[src/rtl/ftdi_order_decoder.sv]
// FTDI receive-FIFO command decoder.
// Parses header/address/length and issues register write/read strobes.
module ftdi_order_decoder #(
  parameter int unsigned TO_W = 24,
  parameter logic [TO_W-1:0] TIMEOUT = 24'd1000000
) (
  input  logic        clk,
  input  logic        res_n,
  input  logic [7:0]  ri_data,
  input  logic        ri_empty,
  output logic        ri_read,
  input  logic        pcreadfifofull,
  output logic [7:0]  header,
  output logic [7:0]  address,
  output logic [15:0] length,
  output logic [7:0]  value,
  output logic        write,
  output logic        read,
  output logic        abort,
  output logic [3:0]  state
);

  typedef enum logic [3:0] {
    S_HDR   = 4'd0,
    S_ADDR  = 4'd1,
    S_LENH  = 4'd2,
    S_LENL  = 4'd3,
    S_WDATA = 4'd4,
    S_WSTB  = 4'd5,
    S_READ  = 4'd6
  } state_t;

  state_t          state_q, state_d;
  logic            pend, pend_d;
  logic [TO_W-1:0] cnt, cnt_d, cnt_inc;
  logic [7:0]      header_d, address_d, value_d;
  logic [15:0]     length_d, len_new;
  logic            write_d, read_d, abort_d;
  logic            fetch, timed, capture, to_hit;

  assign state   = state_q;
  assign fetch   = (state_q == S_HDR) || (state_q == S_ADDR)
                || (state_q == S_LENH) || (state_q == S_LENL)
                || (state_q == S_WDATA);
  assign timed   = fetch && (state_q != S_HDR);
  assign capture = fetch && pend;
  assign ri_read = fetch && !pend && !ri_empty;
  assign cnt_inc = cnt + 1'b1;
  assign to_hit  = (TIMEOUT != '0) && timed && !capture
                && (cnt_inc == TIMEOUT);
  assign len_new = {length[15:8], ri_data};

  // State and output registers; reset drops any partial packet.
  always_ff @(posedge clk or negedge res_n) begin
    if (!res_n) begin
      state_q <= S_HDR;
      pend    <= 1'b0;
      cnt     <= '0;
      header  <= '0;
      address <= '0;
      length  <= '0;
      value   <= '0;
      write   <= 1'b0;
      read    <= 1'b0;
      abort   <= 1'b0;
    end else begin
      state_q <= state_d;
      pend    <= pend_d;
      cnt     <= cnt_d;
      header  <= header_d;
      address <= address_d;
      length  <= length_d;
      value   <= value_d;
      write   <= write_d;
      read    <= read_d;
      abort   <= abort_d;
    end
  end

  // Byte fetch, packet parsing, strobe generation and timeout abort.
  always_comb begin
    state_d   = state_q;
    pend_d    = pend;
    cnt_d     = '0;
    header_d  = header;
    address_d = address;
    length_d  = length;
    value_d   = value;
    write_d   = 1'b0;
    read_d    = 1'b0;
    abort_d   = 1'b0;
    if (ri_read) pend_d = 1'b1;
    if (capture) pend_d = 1'b0;
    if (timed && !capture) cnt_d = cnt_inc;
    unique case (state_q)
      S_HDR: begin
        if (capture) begin
          header_d = ri_data;
          if (ri_data[7:6] == 2'b01 || ri_data[7:6] == 2'b10)
            state_d = S_ADDR;
          else
            abort_d = 1'b1;
        end
      end
      S_ADDR: begin
        if (capture) begin
          address_d = ri_data;
          state_d   = S_LENH;
        end
      end
      S_LENH: begin
        if (capture) begin
          length_d[15:8] = ri_data;
          state_d        = S_LENL;
        end
      end
      S_LENL: begin
        if (capture) begin
          length_d = len_new;
          if (len_new == 16'd0)
            state_d = S_HDR;
          else if (header[7:6] == 2'b01)
            state_d = S_WDATA;
          else
            state_d = S_READ;
        end
      end
      S_WDATA: begin
        if (capture) begin
          value_d = ri_data;
          write_d = 1'b1;
          state_d = S_WSTB;
        end
      end
      S_WSTB: begin
        length_d = length - 16'd1;
        if (header[5]) address_d = address + 8'd1;
        state_d = (length == 16'd1) ? S_HDR : S_WDATA;
      end
      S_READ: begin
        if (read) begin
          length_d = length - 16'd1;
          if (header[5]) address_d = address + 8'd1;
          if (length == 16'd1) state_d = S_HDR;
        end else if (!pcreadfifofull) begin
          read_d = 1'b1;
        end
      end
      default: state_d = S_HDR;
    endcase
    if (to_hit) begin
      abort_d = 1'b1;
      state_d = S_HDR;
      pend_d  = 1'b0;
      cnt_d   = '0;
    end
  end

endmodule
[config.mk]
export PLATFORM = sky130hd
export DESIGN_NAME = ftdi_order_decoder
export DESIGN_NICKNAME = d
export VERILOG_FILES = /design/src/rtl/ftdi_order_decoder.sv
export SDC_FILE = /design/constraint.sdc
export NUM_CORES = 1
export LEC_CHECK = 0
export BUFFER_PORTS_ARGS = -buffer_cell sky130_fd_sc_hd__buf_4
export CAP_MARGIN = 15
export CORE_MARGIN = 4
export CORE_UTILIZATION = 35
export DETAILED_ROUTE_END_ITERATION = 7
export SYNTH_ARGS = -nofsm -noshare
export SYNTH_HDL_FRONTEND = slang
export SYNTH_SLANG_ARGS = --single-unit
[constraint.sdc]
create_clock -name clk -period 6.4 [get_ports clk]
set_input_delay 0.32 -clock clk [delete_from_list [all_inputs] [get_ports clk]]
set_output_delay 0.32 -clock clk [all_outputs]
set_load 0.005 [all_outputs]
==> metrics.cfg <==
[global_routing]
grt_max_degree=72
grt_overflow=0
grt_pass1_vias=3202
grt_use_total_pct=16.89
grt_pass1_wl_um=17250
grt_antenna_before_repair=0

[yosys]
synth_compound_area_share_pct=15.54
synth_seq_cells=71
ys_async_sr_fraction_pct=100.0
ys_types=50
synthAdderAreaFrac_pct=1.919
synth_flop_cell=dfrtp_1
synth-simple-area-share_pct=22.77
synth.mux.area_fraction_pct=4.605
syn_inst=426
seq_area_frac_synth_pct=45.41
syn_area_um2=3913
ys_warn_count=0
avgSynthCellArea_um2=9.184
synth_top_family_by_area=simple AND/OR/NAND/NOR gates
synth-edff-count=0
synthXorXnorAreaFrac_pct=5.820
syn_nets=444

[clocking]
cts_tree=yes
clock_latency_ns=0.36
cts_resized=0
cts_buffers=9
cts_root_buf=clkbuf_8
cts_max_level=3
postCtsSetupBuffers=0
cts_sinks=71
holdBufCountCts=0
clk_pin_slew_ns=0.08
cts.path.max_buffers=2

[critical_path]
cp-start-kind=flop
critPathRequiredTime_ns=6.61
criticalPathCategory=flop to flop
crit_chain=or2_4 > and2_1 > or3_1 > or4_1 > or3_4 > nor4_4 > nor3b_1
crit_slowest_cell=or3_1
crit_family=simple AND/OR/NAND/NOR gates
cp_data_arrival_time_ns=3.88
end_kind=flop
cpPeakStageDelay_ns=0.67
path_max_fanout=25
crit_buf_inv=0

[status]
status=finished, final reports clean

[detailed_routing]
vias_per_cell=5.421
drt_pass1_iterations=4
wire_per_inst_um=16.90
dr.first_iter.drc_count=193
vias=3334
route.detailed.drc=0
postRouteAntennaNets=0
wl_um=10390

[finish]
syn2layout_area_growth_pct=17.68
fin_cells=615
antennaDiodeCount=0
nNetsFinal=488
utilization_pct=42.29
final_layout_size_suffix_gt1_share_pct=19.37

[timing]
finClkSkew_ns=0.007095
fin_crit_ns=3.671
tightest_slew_ns=1.025
max_slew_margin_pct=31.41
grt_setup_unrepaired=no
setup_viol=0
drv_slew=0
worst_slack_ns=2.729
fmax_ghz=0.2724
fin_crit_sh_pct=57.35
fin_tns_setup_ns=0
hold_viol=0

[place]
dp.cells=599
gp_congestion=0.8040
io_buffers=58
dp_hpwl_um=7164
dp_slack_ns=2.725

[die]
core-area_um2=10890
die_y_um=113.7
rows=38
io_pins=60
dieArea_um2=12930
dieWidth_um=113.7
initial_core_util_pct=35.93

[pwr]
ir_drop_mv=0.3040
power_density_nw_per_um2=441.0
report.power.total_uw=2031
p_leak_uw=0.002002

[min_path]
hp-class=input pin to async pin

[run]
drv_cap=0

==> kinds of logic (layout without fill, tap and decap cells) <==
family                     Yosys count  in the layout
muxes                               16             16
xor gates and xnor gates            26             26
adders and majority gates            6              6
DFF                                 71             71
and+or+nand+nor                    174            174
AOI/OAI and AO/OA                   96             96
buffers and inverters               36             85
other                                1              1
==> layer usage <==
layer  GRT usage [%]  wire (um)  up-vias
li1                -          -     1620
met1           23.43       4716     1616
met2           25.32       4793       87
met3           5.676        748       11
met4           4.487        133        0
met5               0          0        -
==> placed cells by master, fill, tap and decap left out, drive strengths merged, types with 7 or more instances in the layout <==
master / count
a21oi: 23
a31oi: 11
and3: 8
buf: 58
clkbuf: 12
dfrtp: 71
inv: 11
mux2: 16
nand2: 29
nand3: 22
nor2: 49
nor3: 21
nor4: 7
o21ai: 25
xnor2: 11
xor2: 15
==> area by class of cell <==
cell class | count | area, um^2
repair buffers | 58 | 435.4
multi-input cells | 319 | 1986
fillers | 1084 | 6284
inverters | 11 | 41.29
flip-flops and latches | 71 | 1777
clock inverters | 4 | 45.04
clock buffers | 12 | 145.1
well taps | 140 | 175.2
==> flip-flops by register name (all words and copies together) (netlist names) <==
register / flops
state: 3
address: 8
length: 16
cnt: 24
value: 8
abort: 1
header: 8
read: 1
write: 1
pend: 1
==> synthesized netlist by cell type (all sizes together) (2+ instances only) <==
cell	count	area, um^2
a211oi	2	15.01
a21o	3	22.52
a21oi	23	115.1
a22o	6	52.55
a22oi	3	22.52
a31oi	11	68.82
and2	2	12.51
and3	8	50.05
and4	3	26.28
buf	4	28.78
clkbuf	21	80.07
dfrtp	71	1777
ha	6	75.07
inv	11	41.29
mux2	16	180.2
nand2	29	108.9
nand2b	5	31.28
nand3	22	110.1
nand4	6	37.54
nor2	49	183.9
nor2b	6	37.54
nor3	21	110.1
nor3b	4	30.03
nor4	7	58.81
nor4b	2	17.52
o21a	2	15.01
o21ai	25	125.1
o22a	6	52.55
o22ai	5	31.28
o31a	2	17.52
o31ai	2	15.01
o41ai	2	17.52
or3	5	36.28
or4	3	22.52
xnor2	11	96.34
xor2	15	131.4
==> per-stage QoR <==
stage | hold slack [ns] | cell area (um^2)
2_1_floorplan | 0.02441 | 3913
3_3_place_gp | 0.4920 | 4414
3_5_place_dp | 0.4942 | 4414
4_1_cts | 0.1014 | 4604
5_1_grt | 0.09750 | 4604
6_report | 0.09365 | 4604
==> report_power, final <==
part / total (uW) / switching, uW / internal (uW)
clock network: 363 / 174 / 189
registers: 766 / 171 / 595
logic: 901 / 485 / 417
total: 2030 / 830 / 1200
==> worst paths after layout <==
kind / from / to / slack (ns) / depth (start not counted)
max reg2reg: state[0] / cnt[14] / 2.73 / 7
min in group clk: pcreadfifofull / read / 0.12 / 2
max in group asynchronous: res_n / address[4] / 5.72 / 1
min: res_n / cnt[11] / 0.09 / 1
min reg2reg: value[2] / value[2] / 0.51 / 1
max: state[0] / cnt[14] / 2.73 / 7
==> worst register-to-register path: stages, from the launching register on <==
cell and delay (ns):
dfrtp_1 0.54, or2_4 0.34, and2_1 0.16, or3_1 0.67, or4_1 0.64, or3_4 0.41, nor4_4 0.64, nor3b_1 0.12
Power figures use the tool's default switching activity.
